[config.mk]
export PLATFORM = sky130hd
export DESIGN_NAME = pcap_stream_widener
export DESIGN_NICKNAME = d
export VERILOG_FILES = /design/src/rtl/pcap_stream_pkg.sv /design/src/rtl/sat_counter.sv /design/src/rtl/pcap_stream_widener.sv
export SDC_FILE = /design/constraint.sdc
export NUM_CORES = 1
export LEC_CHECK = 0
export BUFFER_PORTS_ARGS = -buffer_cell sky130_fd_sc_hd__buf_2
export CELL_PAD_IN_SITES_DETAIL_PLACEMENT = 1
export CELL_PAD_IN_SITES_GLOBAL_PLACEMENT = 2
export CORE_AREA = 2 2 154 156
export CTS_BUF_LIST = sky130_fd_sc_hd__clkbuf_4 sky130_fd_sc_hd__clkbuf_8
export DETAILED_ROUTE_END_ITERATION = 8
export DIE_AREA = 0 0 156 158
export PLACE_DENSITY_LB_ADDON = 0.3
export SYNTH_ARGS = -nofsm -noshare
export SYNTH_HDL_FRONTEND = slang
export SYNTH_HIERARCHICAL = 1
export SYNTH_SLANG_ARGS = --single-unit
[constraint.sdc]
create_clock -name CLOCK -period 2 [get_ports CLOCK]
set_input_delay 0.2 -clock CLOCK [delete_from_list [all_inputs] [get_ports CLOCK]]
set_output_delay 0.2 -clock CLOCK [all_outputs]
set_load 0.01 [all_outputs]
[src/rtl/pcap_stream_pkg.sv]
// Shared definitions for the byte-to-word packet stream widener:
// FSM state encoding and the lane-index width helper.
package pcap_stream_pkg;

    localparam logic [1:0] ST_IDLE = 2'd0;
    localparam logic [1:0] ST_FILL = 2'd1;
    localparam logic [1:0] ST_GAP  = 2'd2;

    // Width of a lane index for a word of 'bytes' lanes (never below one bit).
    function automatic int lane_w(input int bytes);
        int w;
        w = $clog2(bytes);
        if (w < 1) begin
            w = 1;
        end else begin
            w = w;
        end
        return w;
    endfunction

endpackage

[src/rtl/sat_counter.sv]
// Event counter that sticks at all-ones instead of wrapping.
module sat_counter #(
    parameter int W = 16
) (
    input  logic         clk,
    input  logic         rst_n,
    input  logic         inc,
    output logic [W-1:0] value
);

    // Count up on inc until the all-ones ceiling is reached.
    always_ff @(posedge clk or negedge rst_n) begin
        if (!rst_n) begin
            value <= {W{1'b0}};
        end else if (inc && (value != {W{1'b1}})) begin
            value <= value + {{(W-1){1'b0}}, 1'b1};
        end else begin
            value <= value;
        end
    end

endmodule

[src/rtl/pcap_stream_widener.sv]
// Packs a byte stream with sop/eop framing into BYTES-wide network-order words,
// flags framing errors, enforces an inter-packet gap and keeps packet statistics.
module pcap_stream_widener
    import pcap_stream_pkg::*;
#(
    parameter int BYTES = 8,
    parameter int IPG   = 12,
    parameter int CNT_W = 16
) (
    input  logic                        CLOCK,
    input  logic                        RESET_N,
    input  logic                        in_valid,
    input  logic [7:0]                  in_data,
    input  logic                        in_sop,
    input  logic                        in_eop,
    output logic                        in_ready,
    output logic                        out_valid,
    output logic [8*BYTES-1:0]          out_data,
    output logic                        out_sop,
    output logic                        out_eop,
    output logic [lane_w(BYTES)-1:0]    out_empty,
    output logic                        out_err,
    input  logic                        out_ready,
    output logic [CNT_W-1:0]            pkt_count,
    output logic [CNT_W-1:0]            err_count
);

    localparam int              LW        = lane_w(BYTES);
    localparam logic [LW-1:0]   LAST_LANE = LW'(BYTES - 1);
    localparam logic [7:0]      GAP_LAST  = (IPG == 0) ? 8'd0 : 8'(IPG - 1);
    localparam logic [1:0]      ST_EOP    = (IPG == 0) ? ST_IDLE : ST_GAP;

    logic [1:0]           state_q, state_d;
    logic [LW-1:0]        lane_q, lane_d;
    logic [8*BYTES-1:0]   acc_q, acc_d;
    logic                 first_q, first_d;
    logic                 sticky_q, sticky_d;
    logic [7:0]           gap_q, gap_d;

    logic                 out_valid_q, out_sop_q, out_eop_q, out_err_q;
    logic [8*BYTES-1:0]   out_data_q;
    logic [LW-1:0]        out_empty_q;
    logic [CNT_W-1:0]     pkt_count_q;

    logic                 in_ready_s, accept_s, take_s, err_inc_s, load_s;
    logic                 sop_now_s, err_now_s, w_sop_s, w_eop_s, w_err_s;
    logic [8*BYTES-1:0]   word_s;
    logic [LW-1:0]        w_empty_s;

    assign in_ready_s = (state_q != ST_GAP) && (!out_valid_q || out_ready);
    assign accept_s   = in_valid && in_ready_s;

    // Framing FSM, lane packing and next-word assembly.
    always_comb begin
        state_d   = state_q;
        lane_d    = lane_q;
        acc_d     = acc_q;
        first_d   = first_q;
        sticky_d  = sticky_q;
        gap_d     = gap_q;
        take_s    = 1'b0;
        err_inc_s = 1'b0;
        load_s    = 1'b0;
        word_s    = acc_q;
        w_sop_s   = 1'b0;
        w_eop_s   = 1'b0;
        w_err_s   = 1'b0;
        w_empty_s = {LW{1'b0}};
        sop_now_s = (state_q == ST_IDLE) || first_q;
        err_now_s = sticky_q || ((state_q == ST_FILL) && in_sop);

        case (state_q)
            ST_IDLE: begin
                if (accept_s) begin
                    take_s    = in_sop;
                    err_inc_s = !in_sop;
                end else begin
                    take_s    = 1'b0;
                end
            end
            ST_FILL: begin
                if (accept_s) begin
                    take_s    = 1'b1;
                    err_inc_s = in_sop;
                end else begin
                    take_s    = 1'b0;
                end
            end
            ST_GAP: begin
                if (gap_q == GAP_LAST) begin
                    state_d = ST_IDLE;
                    gap_d   = 8'd0;
                end else begin
                    gap_d   = gap_q + 8'd1;
                end
            end
            default: begin
                state_d = ST_IDLE;
            end
        endcase

        if (take_s) begin
            for (int i = 0; i < BYTES; i++) begin
                if (lane_q == LW'(i)) begin
                    word_s[8*(BYTES-1-i) +: 8] = in_data;
                end else begin
                    word_s[8*(BYTES-1-i) +: 8] = acc_q[8*(BYTES-1-i) +: 8];
                end
            end
            if (in_eop || (lane_q == LAST_LANE)) begin
                load_s    = 1'b1;
                w_sop_s   = sop_now_s;
                w_eop_s   = in_eop;
                w_err_s   = in_eop && err_now_s;
                w_empty_s = in_eop ? (LAST_LANE - lane_q) : {LW{1'b0}};
                lane_d    = {LW{1'b0}};
                acc_d     = {(8*BYTES){1'b0}};
                first_d   = 1'b0;
            end else begin
                lane_d    = lane_q + {{(LW-1){1'b0}}, 1'b1};
                acc_d     = word_s;
                first_d   = sop_now_s;
            end
            // The sticky error belongs to the packet, so it is dropped at its end.
            if (in_eop) begin
                sticky_d = 1'b0;
                state_d  = ST_EOP;
                gap_d    = 8'd0;
            end else begin
                sticky_d = err_now_s;
                state_d  = ST_FILL;
            end
        end else begin
            word_s = acc_q;
        end
    end

    // Framing state and partial-word storage.
    always_ff @(posedge CLOCK or negedge RESET_N) begin
        if (!RESET_N) begin
            state_q  <= ST_IDLE;
            lane_q   <= {LW{1'b0}};
            acc_q    <= {(8*BYTES){1'b0}};
            first_q  <= 1'b0;
            sticky_q <= 1'b0;
            gap_q    <= 8'd0;
        end else begin
            state_q  <= state_d;
            lane_q   <= lane_d;
            acc_q    <= acc_d;
            first_q  <= first_d;
            sticky_q <= sticky_d;
            gap_q    <= gap_d;
        end
    end

    // Output word register: loads only when the previous word is gone or leaving.
    always_ff @(posedge CLOCK or negedge RESET_N) begin
        if (!RESET_N) begin
            out_valid_q <= 1'b0;
            out_data_q  <= {(8*BYTES){1'b0}};
            out_sop_q   <= 1'b0;
            out_eop_q   <= 1'b0;
            out_err_q   <= 1'b0;
            out_empty_q <= {LW{1'b0}};
        end else if (load_s) begin
            out_valid_q <= 1'b1;
            out_data_q  <= word_s;
            out_sop_q   <= w_sop_s;
            out_eop_q   <= w_eop_s;
            out_err_q   <= w_err_s;
            out_empty_q <= w_empty_s;
        end else if (out_ready) begin
            out_valid_q <= 1'b0;
        end else begin
            out_valid_q <= out_valid_q;
        end
    end

    // Delivered-packet counter, wraps naturally.
    always_ff @(posedge CLOCK or negedge RESET_N) begin
        if (!RESET_N) begin
            pkt_count_q <= {CNT_W{1'b0}};
        end else if (out_valid_q && out_ready && out_eop_q) begin
            pkt_count_q <= pkt_count_q + {{(CNT_W-1){1'b0}}, 1'b1};
        end else begin
            pkt_count_q <= pkt_count_q;
        end
    end

    sat_counter #(
        .W (CNT_W)
    ) u_err_cnt (
        .clk   (CLOCK),
        .rst_n (RESET_N),
        .inc   (err_inc_s),
        .value (err_count)
    );

    assign in_ready  = in_ready_s;
    assign out_valid = out_valid_q;
    assign out_data  = out_data_q;
    assign out_sop   = out_sop_q;
    assign out_eop   = out_eop_q;
    assign out_err   = out_err_q;
    assign out_empty = out_empty_q;
    assign pkt_count = pkt_count_q;

endmodule

======== Word-level counts from Yosys, hierarchy flattened ========
Cells that the tools add are included.
operators by class
  add/sub/neg operators ................... 5
  equal/unequal tests ..................... 14
  multiplexer cells ....................... 39
  reductions and logical operators ........ 18
operator list
  cell                                                 count
  2-to-1 mux 64 bit                                    2
  2-to-1 mux 8 bit                                     12
  adder 16 x 1 -> 16 bit, second input constant        2
  != test 16 bit, second input constant                1
  2-to-1 mux 1 bit                                     15
  equality test 3 bit, second input constant           4
  2-to-1 mux 3 bit                                     4
  adder 8 x 1 -> 8 bit, second input constant          1
  equality test 8 x 4 -> 1 bit, second input constant  1
  logical AND 1 bit                                    7
  equality test 3 x 2 -> 1 bit, second input constant  2
  2-to-1 mux 2 bit                                     3
  logical OR 1 bit                                     4
  case mux 1 bit (2 select lines)                      2
  case mux 2 bit (2 select lines)                      1
  adder 3 x 1 -> 3 bit, second input constant          1
  equality test 3 x 1 -> 1 bit, second input constant  1
  zero test 3 bit                                      1
  != test 3 bit, second input constant                 1
  subtractor 3 bit, first input constant               1
  equality test 2 x 1 -> 1 bit, second input constant  1
  equality test 2 bit, second input constant           1
  zero test 1 bit                                      2
  zero test 2 bit                                      1
  other kinds (5)                                      5
word-level totals
  flip-flop bits (word level) ............. 182
  input bits .............................. 14
  output and inout port bits .............. 104
  word-level logic and storage cells ...... 90

======== Depth between registers and ports, before layout ========
Gate-level depths: netlist (run 1).
  depth in word-level cells ............... 8
  gate-level depth with buffers ........... 9
  mapped depth without buffers ............ 7

======== Hierarchy ========
The synthesis (run 1) kept the hierarchy.
by module, submodules not included
  module               instances  cells an instance  area each (µm²)
  pcap_stream_widener  1          619                7078.0
  sat_counter          1          72                 859.6

======== Worst setup path before layout (run 1) ========
No wires, ideal clock.
  kind .................................... register -> register
  start point ............................. register lane_q[0]
  end point ............................... register out_data_q[49] (netlist: out_data[49])
  arrival time ............................ 1880 ps
  data required time ...................... 1872 ps
  path slack .............................. -8 ps
  cell stages (with the launch flop) ...... 10
  buffers on the path ..................... 3
  period minus slack after synthesis ...... 2008 ps
  path through ............................ dfrtp_1 ha_1 ha_1 buf_2 nor2_1 nor4_1 buf_2 clkbuf_1 nor2_1 a21oi_2
on the way
  word-level cells in the longest chain between the ends .. 4
  elaborated cells between the ends (all ways) .. 7
RTL lines
  item                    line                        source
  from (decl)             pcap_stream_widener.sv:34   logic [LW-1:0] lane_q, lane_d;
  from (signal assigned)  pcap_stream_widener.sv:142  lane_q <= {LW{1'b0}};
  from (signal assigned)  pcap_stream_widener.sv:149  lane_q <= lane_d;
  equality test 3 bit     pcap_stream_widener.sv:110  if (in_eop || (lane_q == LAST_LANE)) begin
  logical OR 1 bit        pcap_stream_widener.sv:110
  2-to-1 mux 1 bit        pcap_stream_widener.sv:110
  2-to-1 mux 1 bit        pcap_stream_widener.sv:102  if (take_s) begin
  to (signal assigned)    pcap_stream_widener.sv:161  out_data_q <= {(8*BYTES){1'b0}};
  to (signal assigned)    pcap_stream_widener.sv:168  out_data_q <= word_s;
  to (decl)               pcap_stream_widener.sv:41   logic [8*BYTES-1:0] out_data_q;
Several ways; a longest one is shown, not always the timed one.
A chain may end at the register's enable or synchronous reset.

======== Worst setup path after layout (run 1) ========
  start point ............................. register state_q[1]
  end point ............................... register u_err_cnt.value[15]
on the way
  word-level cells in the longest chain between the ends .. 6
  elaborated cells between the ends (all ways) .. 9
RTL lines
  item                                 line                                                  source
  from (decl)                          pcap_stream_widener.sv:33                             logic [1:0] state_q, state_d;
  from (signal assigned)               pcap_stream_widener.sv:148                            state_q <= state_d;
  != test 2 bit                        pcap_stream_widener.sv:50                             assign in_ready_s = (state_q != ST_GAP) && (!out_valid_q || out_ready);
  logical AND 1 bit                    pcap_stream_widener.sv:50
  logical AND 1 bit                    pcap_stream_widener.sv:51                             assign accept_s = in_valid && in_ready_s;
  2-to-1 mux 1 bit (on tied branches)  pcap_stream_widener.sv:82, pcap_stream_widener.sv:74
  case mux 1 bit (2 select lines) (*)  pcap_stream_widener.sv:72                             case (state_q)
  named net err_inc_s                  pcap_stream_widener.sv:45                             logic in_ready_s, accept_s, take_s, err_inc_s, load_s;
  logical AND 1 bit (*)                sat_counter.sv:15                                     end else if (inc && (value != {W{1'b1}})) begin
  to (signal assigned)                 sat_counter.sv:14                                     value <= {W{1'b0}};
  to (signal assigned)                 sat_counter.sv:16                                     value <= value + {{(W-1){1'b0}}, 1'b1};
  to (signal assigned)                 sat_counter.sv:18                                     value <= value;
  to (decl)                            sat_counter.sv:8                                      output logic [W-1:0] value
Mark *: on every way through the listed nets, which the timed path passes. The rest lies on a longest branch.

==> results, run 1 <==
- The clock transition at the registers of the reported paths is 100 ps.
- STA classifies the critical path endpoint as a flop.
- The mapped netlist covers 0.00794 sq mm.
- The number of design rule violations left after detail routing is 0.
- For this design the ratio of total power to cell area is 1310 mW/mm^2.
- The leading cell type in the layout, fill and taps excluded is sky130_fd_sc_hd__dfrtp_1.
- The average footprint of a synthesized cell is ~11 sq um.
- The worst setup path is launched from a flop.
- In this run the worst path has a maximum fanout of 5.
- The library cells used most frequently in the layout, excluding fill and tap cells, are sky130_fd_sc_hd__dfrtp_1, sky130_fd_sc_hd__buf_2, sky130_fd_sc_hd__nor2_1, sky130_fd_sc_hd__mux2i_1, sky130_fd_sc_hd__a21oi_1.
- The summed area of non-filler cells in the final layout is 0.00962 sq mm.
- Across the run, the number of max-cap violations was 0.
- Of all flip-flops after synthesis, the portion carrying an async set or reset was 100%.
- TritonCTS built the clock tree.
- The number of antenna diodes in the final layout is 0.
- The path class of the tightest hold or removal check is input pin to flop.
- Dividing the detail-routed wire length by the instance count gives between 15 and 20 um.
- The via count of the first global-routing pass was approximately 6300.
- The total overflow left after global routing is 0.
- The share of the clock period used by the worst path is 95.5%.
- The net count after synthesis is 714.
- The width of the die is 156 um.
- For this run, the post-layout net count is 856.
- STA puts the critical path data required time at 2360 ps.
- The routed layout has 5908 vias.
- Entering global routing, the biggest net connects 54 pins.
- Counting instances, the worst hold path has a depth of 2.
- Summed over all instances, the cell type with the most area after synthesis is sky130_fd_sc_hd__dfrtp_1.
- For this run, the detailed router's first-pass iteration total came to 4.
- Counting the fill cells in the layout gives 2535.
- The fraction of synthesized cell area taken by the top area cell type is a little under three fifths.
- Using the TritonRoute via totals, the vias-per-cell ratio works out to 5.20.
- The maximum operating frequency is 0.523 GHz.
- For the finished layout, the period the worst path requires is 1910 ps.
- The top-level I/O count is 118.
- The longest clock path from root to sink contains 2 buffers.
- Sorting the synthesized cells by area gives the leading types as sky130_fd_sc_hd__dfrtp_1, sky130_fd_sc_hd__mux2i_1, sky130_fd_sc_hd__nor2_1.
- The placeable core region is around 0.023 sq mm.
- The detail route stage leaves a number of antenna-violating nets equal to 0.
- Setup repair after global routing could not meet its margin everywhere.
- Once the floorplan was initialized, standard cells occupied approximately 34% of the core.
- Global routing used 18.0% of the available tracks.
- Yosys mapped the design onto 53 distinct sky130hd cell types.
- The most used flip-flop cell after synthesis is sky130_fd_sc_hd__dfrtp_1.
- The congestion estimate from routability-driven global placement came to 0.778.
- Adding up every negative setup slack in the final design gives 0 ps.
- The worst pin sits at a relative slew slack of 69.7%.
- Data arrives at the worst endpoint at 2270 ps.
- Detailed placement finished with a half-perimeter wire length of between 10000 and 15000 um.
- Summing the sequential cell areas from Yosys gives between 50% and 60% of the chip area.
- The number of flops mapped to enable cells by yosys is 0.
- For this block, the initial DRC count from the detailed router was 190.
- The critical path class is flop to flop.
- In this run the critical register-to-register path is launched from state_q[1]$_DFFE_PN0P_.
- Across the VDD grid, the largest voltage drop is 450 uV.
- The height of the chip is 158 um.
- The final non-filler cell total is ~1100.
- The worst register-to-register path has a setup slack of 90 ps.
- The Yosys step of the flow raised 6 warnings.
- The number of standard cells after synthesis is 691.
- The floorplan has 56 rows.
- The logic depth of the worst register-to-register path is 8.
- The number of H-tree levels is 4.
- The clock latency on the worst-skew pair is 470 ps.
- After detailed placement, the design holds a cell count of 1098.
- The flow ran to the end, and the final reports show no timing, DRC or antenna violations.
- The max-slew violation total from the final report was 0.
- For this block, the routed nets add up to 21100 um of wire.
- The number of antenna violations at the first check in global routing was 0.
- The fraction of final layout cells sized beyond drive strength 1 is 27.7%.
- The first global-routing pass estimated 34700 um of wire.
- The worst reg2reg path endpoint is u_err_cnt/value[15]$_DFFE_PN0P_.
- The leakage dissipation is 4.59 nW.
- The number of synthesized register bits is 182.
- The relative area change from synthesis to final layout is 21.2%.
- The transition time at the pin with the least slew margin is 452 ps.
- The clock sink count is 182.
- Summing all placed instances gives a cell area of 0.00910 sq mm.
- Between clock sinks in the finished design, the worst skew comes to between 10 and 15 ps.
- In this run the most critical hold path is launched from in_eop.
- Summing all flip-flop and latch instances after layout gives ~0.0046 sq mm.
- The cell sitting at the root of the clock tree is a sky130_fd_sc_hd__clkbuf_8.
- The end point of the worst hold path is gap_q[1]$_DFF_PN0_.
- The number of hold-slack violations in the final timing report came to 0.
- Buffers placed on the I/O ports in this run total 117.
- The final setup violation count is 0.
- The floorplan step defined a die boundary enclosing 0.0246 sq mm.
- TritonCTS created 17 clock buffers.
- The combined area of the multi-input logic cells is 0.00325 sq mm.
stage by stage:
| step | hold WS [ps] | utilization [%] | worst slack (ps) | power [W] |
|---|---|---|---|---|
| finish | 44.1 | 41.7 | 89.3 | 0.0126 |
| detailed placement | 163 | 39.5 | -99.3 | 0.0101 |
| global route | 48.5 | 41.7 | -28.1 | 0.0135 |
| CTS | 6.82 | 41.4 | 3.32 | 0.0127 |
| floorplan | -95.6 | - | 3.36 | 0.00812 |
| global placement | 157 | 39.5 | -89.5 | 0.00986 |
synthesized netlist by cell type (5+ instances only):
| cell | count |
|---|---|
| sky130_fd_sc_hd__a21oi_1 | 56 |
| sky130_fd_sc_hd__a21oi_2 | 16 |
| sky130_fd_sc_hd__a22o_1 | 8 |
| sky130_fd_sc_hd__a31oi_1 | 5 |
| sky130_fd_sc_hd__a32o_1 | 32 |
| sky130_fd_sc_hd__and3_1 | 6 |
| sky130_fd_sc_hd__buf_2 | 19 |
| sky130_fd_sc_hd__clkbuf_1 | 15 |
| sky130_fd_sc_hd__dfrtp_1 | 182 |
| sky130_fd_sc_hd__ha_1 | 9 |
| sky130_fd_sc_hd__mux2i_1 | 65 |
| sky130_fd_sc_hd__nand2_1 | 33 |
| sky130_fd_sc_hd__nand3_1 | 17 |
| sky130_fd_sc_hd__nand4_1 | 12 |
| sky130_fd_sc_hd__nor2_1 | 106 |
| sky130_fd_sc_hd__nor2b_1 | 11 |
| sky130_fd_sc_hd__nor3_1 | 5 |
| sky130_fd_sc_hd__o21a_1 | 5 |
| sky130_fd_sc_hd__o21ai_0 | 8 |
| sky130_fd_sc_hd__xnor2_1 | 19 |
| sky130_fd_sc_hd__xor2_1 | 9 |
how the worst max path moves through the flow:
stage	from	to	slack [ps]	cells past startpoint
6_report	state_q[1]$_DFFE_PN0P_	u_err_cnt/value[15]$_DFFE_PN0P_	90	8
5_1_grt	state_q[1]$_DFFE_PN0P_	u_err_cnt/value[15]$_DFFE_PN0P_	-30	8
2_1_floorplan	lane_q[0]$_DFFE_PN0N_	acc_q[32]$_DFFE_PN0N_	3	7
3_5_place_dp	state_q[1]$_DFFE_PN0P_	u_err_cnt/value[15]$_DFFE_PN0P_	-100	8
4_1_cts	state_q[1]$_DFFE_PN0P_	u_err_cnt/value[15]$_DFFE_PN0P_	3	8
3_3_place_gp	state_q[1]$_DFFE_PN0P_	u_err_cnt/value[15]$_DFFE_PN0P_	-90	8
power by group:
group	switching (W)	internal, W	total, W
Clock	0.00135	0.00120	0.00256
Sequential	0.000819	0.00485	0.00567
Combinational	0.00246	0.00188	0.00434
state kept, by name, summed over array words and instances (netlist names):
signal           count
acc_q               64
first_q              1
gap_q                8
lane_q               3
out_data            64
out_empty            3
out_eop              1
out_err              1
out_sop              1
out_valid            1
pkt_count           16
state_q              2
sticky_q             1
u_err_cnt/value     16
logic make-up after synthesis:
logic type      synth area share [%]
flops                           57.4
simple gates                    14.4
compound gates                  12.8
mux                             8.48
buf+inv                         2.43
fa+ha+maj                       1.42
xor+xnor                        3.09
cell type report:
cell class / count / area share [%]
clock buffer: 21 / 2.87
clock inverter: 11 / 1.29
inverter: 4 / 0.156
tap: 290 / 3.77
timing repair buffer: 161 / 10.8
multi-input combinational: 467 / 33.7
sequential: 182 / 47.3
critical path: stages, from the launching register on:
cell                      delay, ps
sky130_fd_sc_hd__dfrtp_1        430
sky130_fd_sc_hd__and2b_2        260
sky130_fd_sc_hd__nand2_2         80
sky130_fd_sc_hd__a21oi_4        190
sky130_fd_sc_hd__buf_6          150
sky130_fd_sc_hd__nand4_1        140
sky130_fd_sc_hd__nor4_4         260
sky130_fd_sc_hd__and4b_1        250
sky130_fd_sc_hd__a21oi_1         70
metal layers:
| metal | wire length (um) | up-vias | global-route usage (%) |
|---|---|---|---|
| met5 | 0 | - | 0 |
| met4 | 386 | 0 | 6.12 |
| met3 | 598 | 20 | 2.71 |
| met2 | 10300 | 97 | 30.4 |
| met1 | 9790 | 3052 | 23.9 |
| li1 | - | 2739 | - |
what timing repair did:
action	CTS	global route
hold buffers	1	0
buffers inserted	0	4
gates cloned	1	0
pin swaps	0	3
endpoints found under the hold margin	38	0
endpoints found under the setup margin	19	102
resized for setup	4	10
(Power assumes the default switching activity.)
==> run 2: changes to the inputs <==
- PLACE_DENSITY: unset -> 0.82
- PLACE_DENSITY_LB_ADDON: 0.3 -> unset
==> run 2 against run 1 <==
  * Sequential power decreased by 2%
  * Hold slack about the same
  * Total power decreased by 0.61%
  * Clock power about the same
  * Flip-flop and latch count unchanged
  * Combinational power about the same
  * Register-to-register slack improved by 50 ps
  * Non-clock buffer count increased by 3
  * Final cell count increased by 0.26%
  * Highest routed layer is now met5
  * Die area unchanged
  * Fmax increased by 2.6%
  * Global-route usage decreased by 0.91 points
==> results, run 2 (same netlist as run 1, synthesis figures left out) <==
- The worst supply voltage drop on vdd is 376 uV (-16%).
- The width of the die is 156 um (unchanged).
- The startpoint of the worst setup timing path is lane_q[0]$_DFFE_PN0N_.
- The critical-path maximum fanout is 8 (+3).
- The number of hold-slack violations in the final timing report is 0 (unchanged).
- In this run the clock root is driven by a sky130_fd_sc_hd__clkbuf_8.
- The top-level I/O count came to 118 (unchanged).
- The number of design rule violations left after detail routing is 0 (unchanged).
- The worst setup path is launched from a flop.
- The net count reported at finish is 859 (+0.35%).
- The worst setup slack after placement is 150 ps (+249 ps).
- The maximum number of pins on one net before global-route repair is 65 (+20%).
- The post-DP HPWL is 14100 um (-2.6%).
- The highest cell delay on the worst timing path is 390 ps (-40 ps).
- The cell at the slowest stage of the critical path is sky130_fd_sc_hd__dfrtp_1.
- The total design power is 0.0125 W (-0.61%).
- The total length of routed wires is 20100 um (-4.5%).
- The final estimated routing congestion in global placement is 0.818 (+5.1%).
- The total clock buffers created by CTS is 17 (unchanged).
- The worst hold path belongs to the class input pin to flop.
- The fraction of final layout cells sized beyond drive strength 1 came to 27.3% (-0.33 points).
- The worst hold path begins at out_ready.
- The leakage dissipation is 4.58 nW (-0.25%).
- Setup repair after global routing left no endpoint under its margin.
- The full die area is 0.0246 sq mm (unchanged).
- Walking the worst path, the cells encountered are ha_1 > ha_1 > nor2_2 > buf_4 > and3_1 > a22o_1.
- The count of antenna diodes in the layout is 0 (unchanged).
- The standard-cell row count is 56 (unchanged).
- The max-slew headroom at the worst pin was 71.2% (+1.6 points).
- The number of max-cap violations is 0 (unchanged).
- The data required time at the worst endpoint is 2410 ps (+50 ps).
- The clock sink count is 182 (unchanged).
- The routed length per placed instance was 17.7 um (-4.8%).
- The final setup violation count is 0 (unchanged).
- The share of the clock period used by the worst path came to 93.1% (-2.4 points).
- The relative area change from synthesis to final layout is 20.4%.
- The remaining antenna violation count after routing is 0 (unchanged).
- The global route total overflow is 0 (unchanged).
- The summed negative setup slack over all endpoints came to 0 ps (unchanged).
- The worst setup slack after layout came to 138 ps (+48.9 ps).
- The number of H-tree levels came to 4 (unchanged).
- The critical path class is flop to flop.
- The number of buffers inserted by post-CTS setup repair came to 0 (unchanged).
- The power density relative to cell area was 1310 mW/mm^2 (about the same).
- The data arrival time of the critical path is 2270 ps (about the same).
- The number of buffers on the longest clock path is 2 (unchanged).
- The total routing resource utilization after global routing came to 17.1% (-0.91 points).
- The beginning of the worst register-to-register path is lane_q[0]$_DFFE_PN0N_.
- The number of violations reported at the end of detailed-routing iteration 0 is 293 (+54%).
- The time the worst path needs with I/O delays and setup was 1860 ps (-48.9 ps).
- The maximum operating frequency is 0.537 GHz (+2.6%).
- The max-slew violation total from the final report is 0 (unchanged).
- The leading cell type in the layout, fill and taps excluded is sky130_fd_sc_hd__dfrtp_1.
- The vias after detailed routing is 5781 (-2.1%).
- Among the stages of the critical path, the cell type that occurs most often is sky130_fd_sc_hd__ha_1.
- The iteration count of the initial detailed-routing pass is 4 (unchanged).
- Leaving out fill and tap cells, the most frequent cells in the layout are sky130_fd_sc_hd__dfrtp_1, sky130_fd_sc_hd__buf_2, sky130_fd_sc_hd__nor2_1, sky130_fd_sc_hd__mux2i_1, sky130_fd_sc_hd__a21oi_1.
- The CTS tree is done.
- The via count of the first global-routing pass is 6047 (-4.6%).
- The height of the chip was 158 um (unchanged).
- The global-route wire length before repair is 32700 um (-5.8%).
- The clock transition at the registers of the reported paths is 100 ps (about the same).
- The number of antenna violations at the first check in global routing was 1 (+1).
- The final worst clock skew was 13.5 ps (+1.31 ps).
- The element type at the critical path end is a flop.
- The initial core utilization is 34.4% (unchanged).
- The transition time at the pin with the least slew margin came to 429 ps (-23.3 ps).
- The number of vias per cell was 5.08 (-2.4%).
- The placeable core region is 0.0231 sq mm (unchanged).
- The flow ran to the end, and the final reports show no timing, DRC or antenna violations.
- The clock latency on the worst-skew pair is 480 ps (about the same).
- The number of input and output port buffers inserted is 117 (unchanged).
==> run 2: cell count changes in the layout (fill, tap and decap cells not counted), moves of 2 or more <==
cell,previous run,this run
sky130_fd_sc_hd__buf_12,7,5
sky130_fd_sc_hd__buf_4,34,40
sky130_fd_sc_hd__clkinv_4,0,2
sky130_fd_sc_hd__clkinvlp_4,6,3
sky130_fd_sc_hd__inv_6,1,4
==> run 2: worst max-delay path, delay by kind of cell, from the launching register on <==
kind	cells	cell delay, ps
buffers and inverters	1	160
AOI/OAI and AO/OA	1	210
adders and majority gates	2	460
and+or+nand+nor	2	590
DFF	1	390
==> run 2: path summary, 6_finish.rpt <==
kind	end	slack [ps]	depth (start not counted)
min in group asynchronous	pkt_count[0]$_DFFE_PN0P_	210	2
max in group asynchronous	out_data[2]$_DFFE_PN0P_	1080	3
worst max register to register	acc_q[37]$_DFFE_PN0N_	140	6
worst min-delay path	pkt_count[2]$_DFFE_PN0P_	40	3
worst min register to register	pkt_count[15]$_DFFE_PN0P_	470	1
worst max-delay path	acc_q[37]$_DFFE_PN0N_	140	6
==> run 2: layer usage <==
layer	vias to the layer above	wire, um	global-route usage [%]
li1	2753	-	-
met1	2898	9200	22.2
met2	109	9460	27.8
met3	19	1220	5.53
met4	2	221	4.28
met5	-	7	0
==> run 2: area by class of cell <==
type,count,area (sq um)
well taps,290,363
fillers,2507,13500
clock buffers,19,255
inverters,4,15.0
flip-flops and latches,182,4550
multi-input cells,467,3210
clock inverters,13,145
repair buffers,164,1010
==> run 2: power by group <==
| group | total [W] | switching (W) | internal, W | leakage, nW |
|---|---|---|---|---|
| combinational | 0.00436 | 0.00250 | 0.00185 | 2.04 |
| sequential | 0.00556 | 0.000719 | 0.00485 | 2.34 |
| clock | 0.00257 | 0.00140 | 0.00117 | 0.197 |
==> run 2: repair_timing <==
item,in CTS,in global routing
hold endpoints to repair,40,0
hold buffers,2,0
endpoints found under the setup margin,0,2
gates resized for setup,0,2
==> run 2: metrics by stage <==
step / cell area [sq um] / utilization, % / instances / hold WS, ps
after global routing: 9560 / 41.5 / 1139 / 31.1
after CTS: 9550 / 41.4 / 1139 / 10.7
after global placement: 9130 / 39.6 / 1105 / 149
after floorplan: 7940 / - / 691 / -95.6
final: 9560 / 41.5 / 1139 / 44.3
after detailed placement: 9130 / 39.6 / 1105 / 152
